===== config.mk =====
export PLATFORM = sky130hd
export DESIGN_NAME = user_output_device
export DESIGN_NICKNAME = d
export VERILOG_FILES = /design/src/rtl/user_output_device.sv
export SDC_FILE = /design/constraint.sdc
export NUM_CORES = 1
export LEC_CHECK = 0
export CELL_PAD_IN_SITES_DETAIL_PLACEMENT = 2
export CELL_PAD_IN_SITES_GLOBAL_PLACEMENT = 2
export CORE_MARGIN = 2
export CORE_UTILIZATION = 35
export CTS_BUF_LIST = sky130_fd_sc_hd__clkbuf_16
export CTS_CLUSTER_DIAMETER = 120
export DETAILED_ROUTE_END_ITERATION = 7
export GPL_TIMING_DRIVEN = 1
export PLACE_DENSITY_LB_ADDON = 0.2
export SLEW_MARGIN = 20
export SYNTH_ARGS = -nofsm -noshare
export SYNTH_HDL_FRONTEND = slang
export SYNTH_SLANG_ARGS = --single-unit

===== constraint.sdc =====
create_clock -name clk -period 2.7 [get_ports clk]
set_input_delay 0.27 -clock clk [delete_from_list [all_inputs] [get_ports clk]]
set_output_delay 0.27 -clock clk [all_outputs]
set_load 0.005 [all_outputs]

===== src/rtl/user_output_device.sv =====
// rtl/user_output_device.sv - Avalon-MM LED pattern queue with hold timer and drain interrupt
// Optional feature: define USER_OUTPUT_PWM_EN for CTRL[7:4] brightness dimming.
module user_output_device #(
    parameter int FIFO_DEPTH  = 4,
    parameter int HOLD_CYCLES = 25000000
) (
    input  logic       clk,
    input  logic       reset,
    input  logic       avl_address,
    input  logic       avl_read,
    input  logic       avl_write,
    input  logic [7:0] avl_writedata,
    output logic [7:0] avl_readdata,
    output logic       avl_irq_n,
    output logic [7:0] leds
);
    localparam int PW = $clog2(FIFO_DEPTH);
    localparam int CW = (HOLD_CYCLES > 1) ? $clog2(HOLD_CYCLES) : 1;
    localparam logic [CW-1:0] HOLD_INIT = CW'(HOLD_CYCLES - 1);
    localparam logic [3:0] DEPTH4 = 4'(FIFO_DEPTH);

    typedef enum logic {ST_IDLE, ST_SHOW} state_t;

    state_t          state_q, state_d;
    logic [CW-1:0]   hold_q, hold_d;
    logic [7:0]      pattern_q, pattern_d;
    logic [7:0]      fifo_q [FIFO_DEPTH];
    logic [7:0]      fifo_d [FIFO_DEPTH];
    logic [PW-1:0]   wr_ptr_q, wr_ptr_d, rd_ptr_q, rd_ptr_d;
    logic [3:0]      count_q, count_d;
    logic            irq_en_q, irq_en_d;
    logic            done_q, done_d;
    logic            overflow_q, overflow_d;

    logic            wr_data, wr_ctrl, push_ok, pop, set_done, busy;
    logic            unused_read;

    assign unused_read = avl_read;
    assign wr_data     = avl_write && !avl_address;
    assign wr_ctrl     = avl_write && avl_address;
    assign push_ok     = wr_data && (count_q < DEPTH4);
    assign busy        = (state_q == ST_SHOW);

    // Display sequencer: the hold counter reaching zero marks the last clock of a pattern.
    always_comb begin
        state_d   = state_q;
        hold_d    = hold_q;
        pattern_d = pattern_q;
        pop       = 1'b0;
        set_done  = 1'b0;
        case (state_q)
            ST_IDLE: begin
                if (count_q != 4'd0) begin
                    pop       = 1'b1;
                    pattern_d = fifo_q[rd_ptr_q];
                    hold_d    = HOLD_INIT;
                    state_d   = ST_SHOW;
                end
            end
            ST_SHOW: begin
                if (hold_q != '0) begin
                    hold_d = hold_q - CW'(1);
                end else if (count_q != 4'd0) begin
                    pop       = 1'b1;
                    pattern_d = fifo_q[rd_ptr_q];
                    hold_d    = HOLD_INIT;
                end else begin
                    state_d  = ST_IDLE;
                    set_done = 1'b1;
                end
            end
            default: state_d = ST_IDLE;
        endcase
    end

    always_comb begin
        fifo_d     = fifo_q;
        wr_ptr_d   = wr_ptr_q;
        rd_ptr_d   = rd_ptr_q;
        count_d    = count_q + {3'b000, push_ok} - {3'b000, pop};
        irq_en_d   = irq_en_q;
        done_d     = done_q;
        overflow_d = overflow_q;
        if (push_ok) begin
            fifo_d[wr_ptr_q] = avl_writedata;
            wr_ptr_d         = wr_ptr_q + PW'(1);
        end
        if (pop) begin
            rd_ptr_d = rd_ptr_q + PW'(1);
        end
        if (wr_data && !push_ok) begin
            overflow_d = 1'b1;
        end
        if (wr_ctrl) begin
            irq_en_d = avl_writedata[0];
            if (avl_writedata[1]) overflow_d = 1'b0;
            if (avl_writedata[2]) done_d = 1'b0;
        end
        // Drain completion beats a CTRL clear; a fresh push means the queue is not drained.
        if (push_ok) begin
            done_d = 1'b0;
        end else if (set_done) begin
            done_d = 1'b1;
        end
    end

    always_ff @(posedge clk) begin
        fifo_q <= fifo_d;
        if (!reset) begin
            state_q    <= ST_IDLE;
            hold_q     <= '0;
            pattern_q  <= 8'h00;
            wr_ptr_q   <= '0;
            rd_ptr_q   <= '0;
            count_q    <= 4'd0;
            irq_en_q   <= 1'b0;
            done_q     <= 1'b0;
            overflow_q <= 1'b0;
        end else begin
            state_q    <= state_d;
            hold_q     <= hold_d;
            pattern_q  <= pattern_d;
            wr_ptr_q   <= wr_ptr_d;
            rd_ptr_q   <= rd_ptr_d;
            count_q    <= count_d;
            irq_en_q   <= irq_en_d;
            done_q     <= done_d;
            overflow_q <= overflow_d;
        end
    end

    assign avl_readdata = avl_address ? pattern_q
                                      : {overflow_q, done_q, irq_en_q, busy, count_q};
    assign avl_irq_n    = ~(irq_en_q & done_q);

`ifdef USER_OUTPUT_PWM_EN
    logic [3:0] bright_q, bright_d, pwm_q, pwm_d;

    always_comb begin
        bright_d = bright_q;
        pwm_d    = pwm_q + 4'd1;
        if (wr_ctrl) bright_d = avl_writedata[7:4];
    end

    always_ff @(posedge clk) begin
        if (!reset) begin
            bright_q <= 4'hF;
            pwm_q    <= 4'd0;
        end else begin
            bright_q <= bright_d;
            pwm_q    <= pwm_d;
        end
    end

    // Full brightness bypasses the comparator so 4'hF is steady-on rather than 15/16.
    assign leds = ((bright_q == 4'hF) || (pwm_q < bright_q)) ? pattern_q : 8'h00;
`else
    assign leds = pattern_q;
`endif
endmodule


Word level (Yosys, flattened, before mapping)
Cells that the tools add are included.

Add/subtract/negate cells: 5. Eq/ne operators: 1. Multiplexer cells: 27. Multipliers: 0. Order comparisons: 4. Shift-type cells: 0. Reduce and logical (&&, ||, !) cells: 13. Bitwise logic cells: 6. Divide/modulo/power cells: 0.

Operators with widths (number): 25-bit 2-to-1 mux (2); 25-bit case mux with 2 select lines (1); 8-bit 2-to-1 mux (6); 32-bit bitwise mux (1); 25-bit nonzero test (1); 25-bit by 1-bit subtractor with 25-bit output (second input constant) (1); 8-bit binary-select mux with 2-bit select (1); 8-bit demux with 2-bit select (1); 8-bit case mux with 2 select lines (1); 1-bit 2-to-1 mux (12); 3-bit >= comparator (second input constant) (2); 2-bit inverter with 3-bit output (2); 1-bit logical AND (5); 2-bit by 1-bit adder with 2-bit output (second input constant) (2); 4-bit by 1-bit adder with 4-bit output (1); 4-bit by 3-bit < comparator with 1-bit output (second input constant) (1); 1-bit case mux with 2 select lines (2); 2-bit nonzero test (2); 4-bit nonzero test (1); 4-bit by 1-bit subtractor with 4-bit output (1); 3-bit by 1-bit < comparator with 1-bit output (second input constant) (1); 1-bit inverter (3); 1-bit zero test (2); 2-bit inequality test (second input constant) (1); 3 further kinds (3).

Input bits: 13. Output and inout bits: 17. Bits in latches: 0. Logic and storage cells: 69. Memories: 0. Memory bits (read-only): 0. Memory bits (writable): 0. Register bits: 77.

Logic depth before layout (Yosys ltp)
Depth after elaboration: 8. Mapped depth: 13. Mapped depth without buffers: 13.

Worst setup path after synthesis
No wires, ideal clock.

Path type: reg2reg. Start point: register hold_q[0]. End point: register count_q[1]. Buffers on the path: 0. Cell stages (with the launch flop): 12. Clock period less this slack: 2605 ps. Setup slack: 95 ps. Library setup time: 115 ps. Data arrival time: 2490 ps. Data required time: 2585 ps. Path through: dfxtp_1 inv_1 ha_1 nor3b_1 and4_1 a21oi_2 nor2_1 ha_1 inv_1 ha_1 fa_1 and2_1.

Longest elaborated chain between the ends: 4.

RTL lines: start: declaration (line 25) `logic [CW-1:0] hold_q, hold_d;`; start signal: assignment (line 121) `hold_q <= hold_d;`; 25-bit nonzero test (line 61) `if (hold_q != '0) begin`; 1-bit 2-to-1 mux (line 61); 1-bit case mux with 2 select lines (line 51) `case (state_q)`; 4-bit by 1-bit subtractor with 4-bit output (line 80) `count_d = count_q + {3'b000, push_ok} - {3'b000, pop};`; via count_d[1] (line 30) `logic [3:0] count_q, count_d;`; end signal: assignment (line 125) `count_q <= count_d;`; end: declaration (line 30).

The timed path passes the listed nets, and every way through them passes these cells. A chain may end at the register's enable or synchronous reset.

Final worst setup path
Start point: register hold_q[20]. End point: register count_q[1].

The elaborated chain is that of the path after synthesis.

==> results.tsv <==
metric	value	unit
cells along the critical path	nor4_1 -> and4_4 -> a21oi_4 -> nor2_2 -> ha_1 -> inv_1 -> ha_1 -> fa_1 -> and2_1	
Final Critical Period	2.56	ns
H-tree levels	3	
largest net degree at the start of global routing	25	
Leakage	1.56	nW
Post-CTS Setup Bufs	0	
worst reg-to-reg setup slack	0.14	ns
reg-to-reg critical path startpoint	hold_q[20]$_SDFF_PN0_	
Gate Count Post-Synth	329	
Max stage delay on crit path	0.46	ns
Routed Antenna Nets	0	
hold path depth	1	
vias	2868	
Synth Net Count	354	
outcome	completed	
Worst-path clk slew	0.06	ns
crit-path most repeated cell	ha_1	
GRT Overall Usage	20.0	%
Tightest Pin Transition	0.755	ns
Crit path max-delay family	simple AND/OR/NAND/NOR gates	
DRC errors left	0	
post-route cell area	4480	um2
RSZ-0062 raised after global routing	no	
Synth Cell Area	3610	um2
core area	10200	um2
Ports	30	
worst vdd ir	0.546	mV
Post-Synth Simple-Gate Area	17.7	%
fraction of the mapped netlist area in adder cells	4.36	%
Final nets	396	
Port Buf Inserts	28	
total power	4.69	mW
final max-slew violation count	0	
first-pass GRT wire length	17.1	mm
initial antenna violation count	0	
clock latency on the worst-skew pair	0.33	ns
r2r worst-path depth	9	
post-route insts no fill	512	
max-cap violations	0	
asr flop ratio synth	0	%
die area	11200	um2
reg2reg end	count_q[1]$_SDFF_PN0_	
commonest non-fill, non-tap cells in the layout	dfxtp_1, edfxtp_1, clkdlybuf4s50_1	
period utilisation layout	95.0	%
WP buf/inv	1	
commonest non-fill, non-tap cell in the layout	dfxtp_1	
critical path type	reg -> reg	
FP Rows	37	
Primary FF master, synth	dfxtp_1	
worst clock skew	0.00582	ns
initial core utilization	35.5	%
Setup crit start	hold_q[20]$_SDFF_PN0_	
Seq cells post-synth	77	
post-synthesis mux area share	6.47	%
hold_ws	0.477	ns
largest family of logic cells by synthesized area	simple AND/OR/NAND/NOR gates	
sequential fraction of the synthesis area	51.5	%
die height	106	um
Worst path depth	9	
TritonCTS buffer count	9	
placed cells	496	
post-DR vias/cell	5.60	
final hold vios	0	
gp weighted congestion	0.785	
CTS tree	yes	
Routed WL per cell	20.5	um
root buf cell	clkbuf_16	
final WL	10.5	mm
Hold Path Class	reg -> reg	
fmax	390	MHz
vias in the first global route	3213	
placed cell area	4140	um2
Avg Inst Size Synth	11.0	um2
clock buffer depth	2	
cts hold-fix bufs	0	
Sum Neg Setup Slack	0	ns
Pwr Density	1050	nW/um2
Slew headroom	49.6	%
Startpoint Class	flop	
dpl hpwl	7.43	mm
share of layout cells above drive strength 1	17.6	%
Netlist cell types	61	
synth warn	0	
clock sink count	77	
initial DRC count	93	
CP endpoint	count_q[1]$_SDFF_PN0_	
setup violators final	0	
GRT Residual Overflow	0	
Post-synth EDFFs	32	
post-synthesis share of cell area spent on xor and xnor gates	1.21	%
slowest stage cell, crit path	nor4_1	
Syn-to-layout area delta	23.8	%
Worst Path Arrival	2.79	ns
Fillers	1082	
# diodes	0	
required time of the worst setup path	2.93	ns
drt first pass iters	4	
crit path max fanout	6	
die extent in x	106	um
Worst setup EP type	flop	
Synth Area in Compound Gates	15.2	%
[layout make-up]
| type | instances | area, um2 | share of cell area (%) |
|---|---|---|---|
| Inverter | 14 | 52.6 | 1.17 |
| Multi-Input combinational cell | 221 | 1660 | 37.1 |
| Clock inverter | 7 | 75.1 | 1.68 |
| Sequential cell | 77 | 1860 | 41.6 |
| Tap cell | 136 | 170 | 3.80 |
| Timing Repair Buffer | 48 | 430 | 9.61 |
| Clock buffer | 9 | 225 | 5.03 |
[stage by stage]
stage          utilization [%]  worst slack, ns
3_5_place_dp              40.7           0.0349
5_1_grt                   44.0          0.00607
6_report                  44.0            0.136
3_3_place_gp              40.7            0.149
2_1_floorplan                -           0.0953
4_1_cts                   43.6           0.0180
[power by group]
part           internal (mW)  total [mW]  switching [mW]
clock network          0.721        1.22           0.500
logic                  0.810        1.76           0.952
registers               1.43        1.71           0.278
total                   2.96        4.69            1.73
[per-layer routing]
layer,GRT usage (%),up-vias,share of wire [%]
li1,-,1347,-
met1,26.2,1465,48
met2,33.2,42,49
met3,3.83,14,1.8
met4,6.67,0,1.5
met5,0,-,0
[cell usage after synthesis (all sizes together) (7+ instances only)]
| cell | number | area [um2] |
|---|---|---|
| clkbuf | 12 | 45.0 |
| dfxtp | 45 | 901 |
| nand3 | 13 | 65.1 |
| o21ai | 19 | 103 |
| nor3 | 16 | 90.1 |
| nor2 | 16 | 60.1 |
| nor4 | 8 | 65.1 |
| and2 | 7 | 43.8 |
| edfxtp | 32 | 961 |
| mux4 | 8 | 180 |
| ha | 11 | 138 |
| a21oi | 22 | 114 |
| nand2 | 19 | 71.3 |
| o31a | 7 | 63.8 |
| inv | 14 | 52.6 |
[logic make-up after synthesis]
family,count (synthesis)
flops,77
simple gates,111
fa+ha+maj,12
xor+xnor,5
mux,13
compound gates,80
buf+inv,31
[worst reg2reg max path: stages, from the launching register on]
cell and delay (ns):
dfxtp_1 0.36, nor4_1 0.46, and4_4 0.38, a21oi_4 0.08, nor2_2 0.11, ha_1 0.23, inv_1 0.06, ha_1 0.19
fa_1 0.43, and2_1 0.16
[registers in the layout, summed over array words and instances, names as in the netlist]
| name | cells |
|---|---|
| hold_q | 25 |
| leds | 8 |
| wr_ptr_q | 2 |
| count_q | 4 |
| fifo_q | 32 |
| irq_en_q | 1 |
| done_q | 1 |
| overflow_q | 1 |
| rd_ptr_q | 2 |
| busy | 1 |
[worst min path at each step]
stage / from / to / slack, ns
6_report: hold_q[23]$_SDFF_PN0_ / hold_q[23]$_SDFF_PN0_ / 0.48
2_1_floorplan: avl_writedata[0] / fifo_q[0]$_DFFE_PP_ / 0.37
5_1_grt: hold_q[23]$_SDFF_PN0_ / hold_q[23]$_SDFF_PN0_ / 0.50
4_1_cts: hold_q[23]$_SDFF_PN0_ / hold_q[23]$_SDFF_PN0_ / 0.47
3_5_place_dp: hold_q[23]$_SDFF_PN0_ / hold_q[23]$_SDFF_PN0_ / 0.47
3_3_place_gp: irq_en_q$_SDFFE_PN0P_ / irq_en_q$_SDFFE_PN0P_ / 0.46
[timing repair]
| action | CTS | global route |
|---|---|---|
| hold endpoints to repair | 0 | 0 |
| gates resized for setup | 0 | 8 |
| setup endpoints to repair | 0 | 5 |
Power figures use the tool's default switching activity.
